<file path="src/rtl/gb_mem_pkg.sv">
// gb_mem_pkg -- shared memory-map constants and DMA state type.
//   DMA_REG_ADDR : OAM DMA source-page register address
//   OAM_BASE     : first byte of object attribute memory
//   HIGH_PAGE    : page served by the high-page bus, never blocked by DMA
//   dma_state_e  : OAM DMA controller states
package gb_mem_pkg;

  localparam logic [15:0] DMA_REG_ADDR = 16'hFF46;
  localparam logic [15:0] OAM_BASE     = 16'hFE00;
  localparam logic [7:0]  HIGH_PAGE    = 8'hFF;

  // Decoder T-states of interest; an M-cycle ends on the T4 edge.
  localparam logic [1:0]  T_T2 = 2'b01;
  localparam logic [1:0]  T_T4 = 2'b11;

  typedef enum logic [1:0] {
    DMA_IDLE = 2'd0,
    DMA_ARM  = 2'd1,
    DMA_XFER = 2'd2
  } dma_state_e;

  function automatic logic in_high_page(input logic [15:0] addr);
    return addr[15:8] == HIGH_PAGE;
  endfunction

endpackage

</file>
<file path="src/rtl/oam_dma_addr_gen.sv">
// oam_dma_addr_gen -- byte index and source/destination address generation.
// Build option: OAM_DMA_ECHO_REMAP_EN maps source pages E0-FF down to C0-DF
// (echo RAM); otherwise the source page is used unmodified.
// Ports:
//   clk, rst         : clock, synchronous active-high reset
//   idx_clr, idx_inc : restart index at 0 / advance index (clear wins)
//   src_hi           : source page register
//   idx              : current byte index
//   src_addr         : address read in T1-T2
//   dst_addr         : OAM address written in T3-T4
module oam_dma_addr_gen
  import gb_mem_pkg::*;
(
  input  logic        clk,
  input  logic        rst,
  input  logic        idx_clr,
  input  logic        idx_inc,
  input  logic [7:0]  src_hi,
  output logic [7:0]  idx,
  output logic [15:0] src_addr,
  output logic [15:0] dst_addr
);

  logic [7:0] idx_d, idx_q;
  logic [7:0] src_page;

  always_comb begin
    idx_d = idx_q;
    if (idx_clr) begin
      idx_d = 8'h00;
    end else if (idx_inc) begin
      idx_d = idx_q + 8'h01;
    end
  end

  always_ff @(posedge clk) begin
    if (rst) begin
      idx_q <= 8'h00;
    end else begin
      idx_q <= idx_d;
    end
  end

`ifdef OAM_DMA_ECHO_REMAP_EN
  assign src_page = (src_hi >= 8'hE0) ? (src_hi - 8'h20) : src_hi;
`else
  assign src_page = src_hi;
`endif

  assign idx      = idx_q;
  assign src_addr = {src_page, idx_q};
  assign dst_addr = OAM_BASE + {8'h00, idx_q};

endmodule

</file>
<file path="src/rtl/oam_dma_arbiter.sv">
// oam_dma_arbiter -- OAM DMA engine and CPU/DMA memory bus arbiter.
// Build option: OAM_DMA_ECHO_REMAP_EN (see oam_dma_addr_gen).
//
// state | meaning
// ------+-----------------------------------------------------------
// IDLE  | no transfer; CPU owns the memory bus
// ARM   | source written; one M-cycle of startup latency
// XFER  | one byte per M-cycle: read T1-T2, write OAM T3-T4
//
// Ports:
//   clk, rst                 : clock, synchronous active-high reset
//   t_cycle                  : decoder T-state (0=T1 .. 3=T4)
//   cpu_addr/rd/wr/wdata     : CPU bus request
//   cpu_rdata, cpu_blocked   : CPU read data, CPU access suppressed
//   mem_addr/rd/wr/wdata     : arbitrated memory bus, mem_rdata back
//   mem_ctrl_sel, dma_active : DMA owns bus, DMA armed or transferring
module oam_dma_arbiter
  import gb_mem_pkg::*;
#(
  parameter int DMA_LEN = 160
) (
  input  logic        clk,
  input  logic        rst,
  input  logic [1:0]  t_cycle,
  input  logic [15:0] cpu_addr,
  input  logic        cpu_rd,
  input  logic        cpu_wr,
  input  logic [7:0]  cpu_wdata,
  output logic [7:0]  cpu_rdata,
  output logic        cpu_blocked,
  output logic [15:0] mem_addr,
  output logic        mem_rd,
  output logic        mem_wr,
  output logic [7:0]  mem_wdata,
  input  logic [7:0]  mem_rdata,
  output logic        mem_ctrl_sel,
  output logic        dma_active
);

  localparam logic [7:0] LAST_IDX = 8'(DMA_LEN - 1);

  dma_state_e  state_d, state_q;
  logic [7:0]  src_hi_d, src_hi_q;
  logic [7:0]  byte_d, byte_q;
  logic        idx_clr, idx_inc;
  logic [7:0]  idx;
  logic [15:0] src_addr, dst_addr;
  logic        reg_wr_hit, reg_rd_hit, m_end, xfer;

  assign m_end      = (t_cycle == T_T4);
  assign reg_wr_hit = cpu_wr && (cpu_addr == DMA_REG_ADDR) && m_end;
  assign reg_rd_hit = cpu_rd && (cpu_addr == DMA_REG_ADDR);

  oam_dma_addr_gen u_addr_gen (
    .clk      (clk),
    .rst      (rst),
    .idx_clr  (idx_clr),
    .idx_inc  (idx_inc),
    .src_hi   (src_hi_q),
    .idx      (idx),
    .src_addr (src_addr),
    .dst_addr (dst_addr)
  );

  always_comb begin
    state_d  = state_q;
    src_hi_d = src_hi_q;
    byte_d   = byte_q;
    idx_clr  = 1'b0;
    idx_inc  = 1'b0;
    case (state_q)
      DMA_IDLE: ;
      DMA_ARM: begin
        if (m_end) state_d = DMA_XFER;
      end
      DMA_XFER: begin
        if (t_cycle == T_T2) byte_d = mem_rdata;
        if (m_end) begin
          idx_inc = 1'b1;
          if (idx == LAST_IDX) state_d = DMA_IDLE;
        end
      end
      default: state_d = DMA_IDLE;
    endcase
    // A register write lands on the T4 edge, after the current byte's OAM
    // write has been driven, so restarting here never truncates a byte.
    if (reg_wr_hit) begin
      src_hi_d = cpu_wdata;
      idx_clr  = 1'b1;
      state_d  = DMA_ARM;
    end
  end

  always_ff @(posedge clk) begin
    if (rst) begin
      state_q  <= DMA_IDLE;
      src_hi_q <= 8'h00;
      byte_q   <= 8'h00;
    end else begin
      state_q  <= state_d;
      src_hi_q <= src_hi_d;
      byte_q   <= byte_d;
    end
  end

  // Outputs are gated by rst so an aborted transfer issues no bus cycle
  // even in the cycle reset is being applied.
  assign xfer         = (state_q == DMA_XFER) && !rst;
  assign mem_ctrl_sel = xfer;
  assign dma_active   = (state_q != DMA_IDLE) && !rst;
  assign cpu_blocked  = xfer && (cpu_rd || cpu_wr) && !in_high_page(cpu_addr);

  always_comb begin
    mem_addr  = cpu_addr;
    mem_rd    = cpu_rd && !rst;
    mem_wr    = cpu_wr && !rst;
    mem_wdata = cpu_wdata;
    if (xfer) begin
      mem_wdata = byte_q;
      if (!t_cycle[1]) begin
        mem_addr = src_addr;
        mem_rd   = 1'b1;
        mem_wr   = 1'b0;
      end else begin
        mem_addr = dst_addr;
        mem_rd   = 1'b0;
        mem_wr   = 1'b1;
      end
    end
  end

  always_comb begin
    cpu_rdata = mem_rdata;
    if (reg_rd_hit) begin
      cpu_rdata = src_hi_q;
    end else if (cpu_blocked) begin
      cpu_rdata = 8'hFF;
    end
  end

endmodule

</file>
<file path="config.mk">
export PLATFORM = sky130hd
export DESIGN_NAME = oam_dma_arbiter
export DESIGN_NICKNAME = d
export VERILOG_FILES = /design/src/rtl/gb_mem_pkg.sv /design/src/rtl/oam_dma_addr_gen.sv /design/src/rtl/oam_dma_arbiter.sv
export SDC_FILE = /design/constraint.sdc
export NUM_CORES = 1
export LEC_CHECK = 0
export CAP_MARGIN = 20
export CORE_MARGIN = 3
export CORE_UTILIZATION = 56
export DETAILED_ROUTE_END_ITERATION = 10
export DONT_BUFFER_PORTS = 1
export PLACE_DENSITY_LB_ADDON = 0.1
export SLEW_MARGIN = 10
export SYNTH_ARGS = -nofsm -noshare
export SYNTH_HDL_FRONTEND = slang
export SYNTH_SLANG_ARGS = --single-unit
</file>
<file path="constraint.sdc">
create_clock -name clk -period 1.87 [get_ports clk]
set_input_delay 0.374 -clock clk [delete_from_list [all_inputs] [get_ports clk]]
set_output_delay 0.374 -clock clk [all_outputs]
set_load 0.1 [all_outputs]
</file>
# Yosys cells after proc, flatten, opt, wreduce, memory -nomap -nowiden
# Index checks and enable logic that the tools add are counted.
[totals]
word_cells = 58
out_inout_bits = 37
regBits = 26
input_bits = 38
[classes]
bitwise = 1
reduce_logical = 19
addsub = 2
n_eq_ne = 14
n_mux = 17
[op_table]
columns = ["op", "n"]
rows = [
  ["16-bit 2-to-1 mux", 2],
  ["8-bit 2-to-1 mux", 3],
  ["16-bit == test, second input constant", 1],
  ["8-bit == test, second input constant", 2],
  ["10-bit by 9-bit adder with 11-bit output, first input constant", 1],
  ["1-bit logical AND", 9],
  ["3-bit != test, second input constant", 3],
  ["8-bit by 1-bit adder with 8-bit output, second input constant", 1],
  ["1-bit 2-to-1 mux", 8],
  ["2-bit != test, second input constant", 4],
  ["4-bit AND reduction", 2],
  ["2-bit 2-to-1 mux", 3],
  ["2-bit case mux with 3 select lines", 1],
  ["2-bit by 1-bit == test with 1-bit output, second input constant", 2],
  ["2-bit == test, second input constant", 2],
  ["2-bit OR reduction", 2],
  ["1-bit logical NOT", 2],
  ["2-bit logical NOT", 1],
  ["2-bit AND reduction", 1],
  ["2-bit nonzero test", 1],
  ["1-bit logical OR", 1],
  ["1-bit inverter", 1],
]

# Longest topological paths before layout
[logic_depth]
word_depth = 6
ltp_mapped = 6
depth_no_buf = 5

# Hierarchy
# Synthesis repeated with hierarchy kept, for this count alone.
[hier_totals]
hier_cells = 246
hier_area_um2 = 1984.4
[modules_own_cells]
columns = ["module", "cells_per_inst", "instances", "seq_area_each_um2", "area_per_inst_um2"]
rows = [
  ["oam_dma_arbiter", 174, 1, 360.3, 1391.3],
  ["oam_dma_addr_gen", 72, 1, 160.2, 593.1],
]

# Least setup slack after synthesis
# OpenSTA, ideal clock, no wires.
[synth_timing]
path_type = "reg2out"
startpoint = "reg state_q[0]"
endpoint = "out mem_addr[8]"
stages_incl_launch_ff = 6
arrival_ps = 3203
path_buffers = 2
required_time_ps = 1496
setup_slack_ps = -1707
cell_sequence = "dfxtp_1 -> nand2b_1 -> clkbuf_1 -> or3_1 -> clkbuf_1 -> o21ai_0"
[synth_via]
elab_chain_cells = 3
[synth_lines]
columns = ["element", "line", "rtl"]
rows = [
  ["start, declared", "oam_dma_arbiter.sv:42", "dma_state_e state_d, state_q;"],
  ["start signal, assigned", "oam_dma_arbiter.sv:100", "state_q <= state_d;"],
  ["2-bit == test", "oam_dma_arbiter.sv:108", "assign xfer = (state_q == DMA_XFER) && !rst;"],
  ["1-bit logical AND", "oam_dma_arbiter.sv:108", ""],
  ["16-bit 2-to-1 mux", "oam_dma_arbiter.sv:118", "if (xfer) begin"],
  ["end, declared", "oam_dma_arbiter.sv:31", "output logic [15:0] mem_addr,"],
]
# Every way passes these cells.

# Worst setup path after layout
[layout_timing]
startpoint = "in cpu_addr[3]"
endpoint = "out cpu_rdata[5]"
[layout_via]
elab_chain_cells = 3
[layout_lines]
columns = ["element", "line", "rtl"]
rows = [
  ["start, declared", "oam_dma_arbiter.sv:25", "input logic [15:0] cpu_addr,"],
  ["16-bit == test", "oam_dma_arbiter.sv:52", "assign reg_rd_hit = cpu_rd && (cpu_addr == DMA_REG_ADDR);"],
  ["1-bit logical AND", "oam_dma_arbiter.sv:52", ""],
  ["8-bit 2-to-1 mux", "oam_dma_arbiter.sv:134", "if (reg_rd_hit) begin"],
  ["end, declared", "oam_dma_arbiter.sv:29", "output logic [7:0] cpu_rdata,"],
]
# Every way passes these cells.

==> summary.log <==
qor: sta.period_share 1.23
qor: sta.final_max_slew_viol_count 0
qor: floorplanning.placeableCoreArea 0.00283 mm2
qor: global_routing.grt.total_usage 0.310
qor: global_routing.grt_pass1_vias 1696
qor: layout.finalNetCount 254
qor: setup_path.regToRegSetupSlack 0.13 ns
qor: flow_run.timing.max_cap.violations 0
qor: clock_tree.insertion_delay 0.34 ns
qor: clock_tree.clock_sinks 26
qor: sta.slew_headroom 0.741
qor: route.ant_nets 0
qor: setup_path.r2r_cells 8
qor: hold_path.worstHoldPathType input pin to register
qor: floorplanning.start_util 0.600
qor: route.detailroute.via_count 1600
qor: floorplanning.chip_height 61.0 um
qor: layout.layout-area-overhead-vs-synth 52.3%
qor: placement.io_buffers 0
qor: global_routing.grt_pass1_wl 8490 um
qor: sta.fin_setup_tns -10.08 ns
qor: clock_tree.ctsHoldBuffers 0
qor: route.finalWirelength 5450 um
qor: route.detail_route.iter0.violations 89
qor: global_routing.global_route.overflow_total 0
qor: hold_path.hold_path.startpoint rst
qor: setup_path.critPathLaunchType input pin
qor: layout.drive_gt1_frac 0.449
qor: hold_path.hold_end byte_q[7]
qor: synthesis.post_synth_instance_area 0.00170 mm2
qor: route.vias_per_instance 6.53
qor: setup_path.cp_data_arrival_time 1.92 ns
qor: floorplanning.die_area 0.00373 mm2
qor: route.detail_route.first_pass.iterations 4
qor: sta.finalWorstPathRequiredPeriod 2.30 ns
qor: power_and_ir_drop.largest_voltage_drop_on_the_vdd_net 583 uV
qor: sta.fmaxAchievable 435 MHz
qor: sta.grt_setup_unrepaired yes
qor: sta.setup_viol_count_final 36
qor: synthesis.synth-warning-count 0
qor: synthesis.netlist_instances 184
qor: synthesis.ys.flop_type dfxtp_1
qor: clock_tree.clock_tree_from_tritoncts yes
qor: sta.hold_viol 0
qor: synthesis.synth-edff-count 0
qor: synthesis.synth.lib_cells_used.distinct 38
qor: sta.clock_skew 0.00216 ns
qor: route.post_drt_wl_per_cell 22.3 um
qor: layout.finish.utilization 0.913
qor: floorplanning.std_cell_rows 19
qor: setup_path.required_time_of_the_worst_setup_path 1.50 ns
qor: setup_path.regToRegStartpoint state_q[0]
qor: clock_tree.cts-buffers-inserted 3
qor: hold_path.timing.hold.worst_path_depth 1
qor: setup_path.crit_path_end_kind output port
qor: clock_tree.cts_max_path_buffers 2
qor: clock_tree.root_driver clkbuf_4
qor: setup_path.timing.rr.end byte_q[5]
qor: sta.worst_slack -0.427 ns
qor: power_and_ir_drop.report.power.total 1.32 mW
qor: setup_path.worstSetupPathType input pin to output port
qor: synthesis.seq_area_frac_synth 0.307
qor: clock_tree.htree_levels 1
qor: clock_tree.clock_transition_at_the_registers_of_the_reported_paths 0.14 ns
qor: setup_path.worst_path_fanout_max 6
qor: layout.diodes 0
qor: route.drc 0
qor: synthesis.asyncSetResetFlopFracSynth 0
qor: synthesis.seq_cells_post_synth 26
qor: global_routing.antenna_found_initial 0
qor: power_and_ir_drop.power_density 512 mW/mm2
qor: placement.gp_congestion 0.751
qor: floorplanning.horizontal_die_dimension 61.0 um
qor: synthesis.synthesized_area_per_cell 9.22 um2
qor: floorplanning.boundaryPins 75
qor: placement.place_hpwl 3380 um
qor: global_routing.grt_max_degree 41
qor: outcome.failed_checks setup timing
qor: power_and_ir_drop.leakage 0.944 nW
qor: placement.placedCellCount 226
qor: sta.tightest_slew 0.388 ns
qor: outcome.result_of_the_run complete, but fails checks
qor: synthesis.total_nets_after_synthesis 223
qor: layout.finish.cell_count_without_fillers 245
[state kept, by name (all words and copies together), names as in the netlist]
signal          flops
u_addr_gen.idx      8
byte_q              8
src_hi_q            8
state_q             2
[cell usage after synthesis (2+ instances only)]
cell type | instances | area share
buf_12 | 2 | 0.024
o22a_1 | 7 | 0.036
mux2i_1 | 26 | 0.15
nor2_1 | 21 | 0.046
nand4_1 | 4 | 0.015
clkbuf_1 | 7 | 0.015
mux2_2 | 16 | 0.11
nor2b_1 | 2 | 0.0074
nand2b_1 | 17 | 0.063
xor2_1 | 6 | 0.031
o21ai_0 | 2 | 0.0059
nor3_1 | 9 | 0.027
a21oi_1 | 2 | 0.0059
inv_1 | 8 | 0.018
buf_2 | 4 | 0.012
dfxtp_1 | 26 | 0.31
and4_1 | 2 | 0.010
nand3_1 | 3 | 0.0088
[per-stage QoR]
step | setup WS, ns | hold WS (ns) | area, um2
final | -0.427 | 0.0879 | 2580
after global routing | -0.444 | 0.0622 | 2580
after CTS | -0.384 | 0.0941 | 2540
after detailed placement | -0.382 | 0.453 | 2280
after global placement | -0.376 | 0.451 | 2280
after floorplan | -0.593 | 0.449 | 1970
[power breakdown]
group,leakage [nW],switching [mW],internal (mW)
clock network,0.0210,0.179,0.120
registers,0.211,0.000000539,0.553
logic,0.712,0.334,0.139
total,0.944,0.513,0.811
[layer usage]
metal  up-vias  part of all wire  global-route usage
met3        14             0.076              0.0985
met4         0             0.023               0.105
met2        83              0.52               0.503
met5         -                 0                   0
met1       796              0.38               0.389
li1        707                 -                   -
[layout by cell type, fill, tap and decap left out, drive strengths merged, types with 2 or more instances in the layout]
| master | count |
|---|---|
| xor2 | 6 |
| clkbuf | 4 |
| nor3b | 2 |
| o22a | 7 |
| nand3 | 3 |
| nor2b | 2 |
| mux2i | 26 |
| dfxtp | 26 |
| nor3 | 10 |
| and2 | 2 |
| a21oi | 2 |
| mux2 | 16 |
| o21ai | 2 |
| nand2b | 17 |
| nand4 | 4 |
| buf | 40 |
| nor2 | 21 |
| inv | 8 |
| and4 | 3 |
| and3 | 2 |
[worst max-delay path by stage]
stage | startpoint | cells past startpoint | endpoint
after floorplan | cpu_addr[3] | 5 | cpu_rdata[0]
after global placement | cpu_addr[3] | 6 | cpu_rdata[3]
after detailed placement | cpu_addr[3] | 6 | cpu_rdata[7]
after CTS | cpu_addr[3] | 6 | cpu_rdata[7]
after global routing | cpu_addr[3] | 6 | cpu_rdata[5]
final | cpu_addr[3] | 6 | cpu_rdata[5]
[critical path, cell delays in order]
cell and delay (ns):
or4b_4 0.53, nor3_4 0.15, and3_4 0.24, buf_12 0.16
mux2i_4 0.26, buf_12 0.20
[area by class of cell]
type | instances | area, um2
sequential | 26 | 526
clock buffer | 4 | 36.3
tap | 31 | 38.8
inverter | 8 | 30.0
fill | 110 | 245
timing repair buffer | 40 | 579
multi-input combinational | 136 | 1370
[kinds of logic after synthesis]
group	after synthesis	synth area share
adders and majority gates	1	0.00737
AOI/OAI and AO/OA	14	0.0642
xor gates and xnor gates	7	0.0361
muxes	42	0.260
buffers and inverters	22	0.0730
DFF	26	0.307
and+or+nand+nor	72	0.253
[what timing repair did]
item / CTS / global route
buffers inserted: 11 / 5
resized for setup: 30 / 12
endpoints found under the setup margin: 36 / 36
pin swaps: 7 / 4
cloned: 2 / 0
No activity file was read; power rests on OpenSTA's default activity.
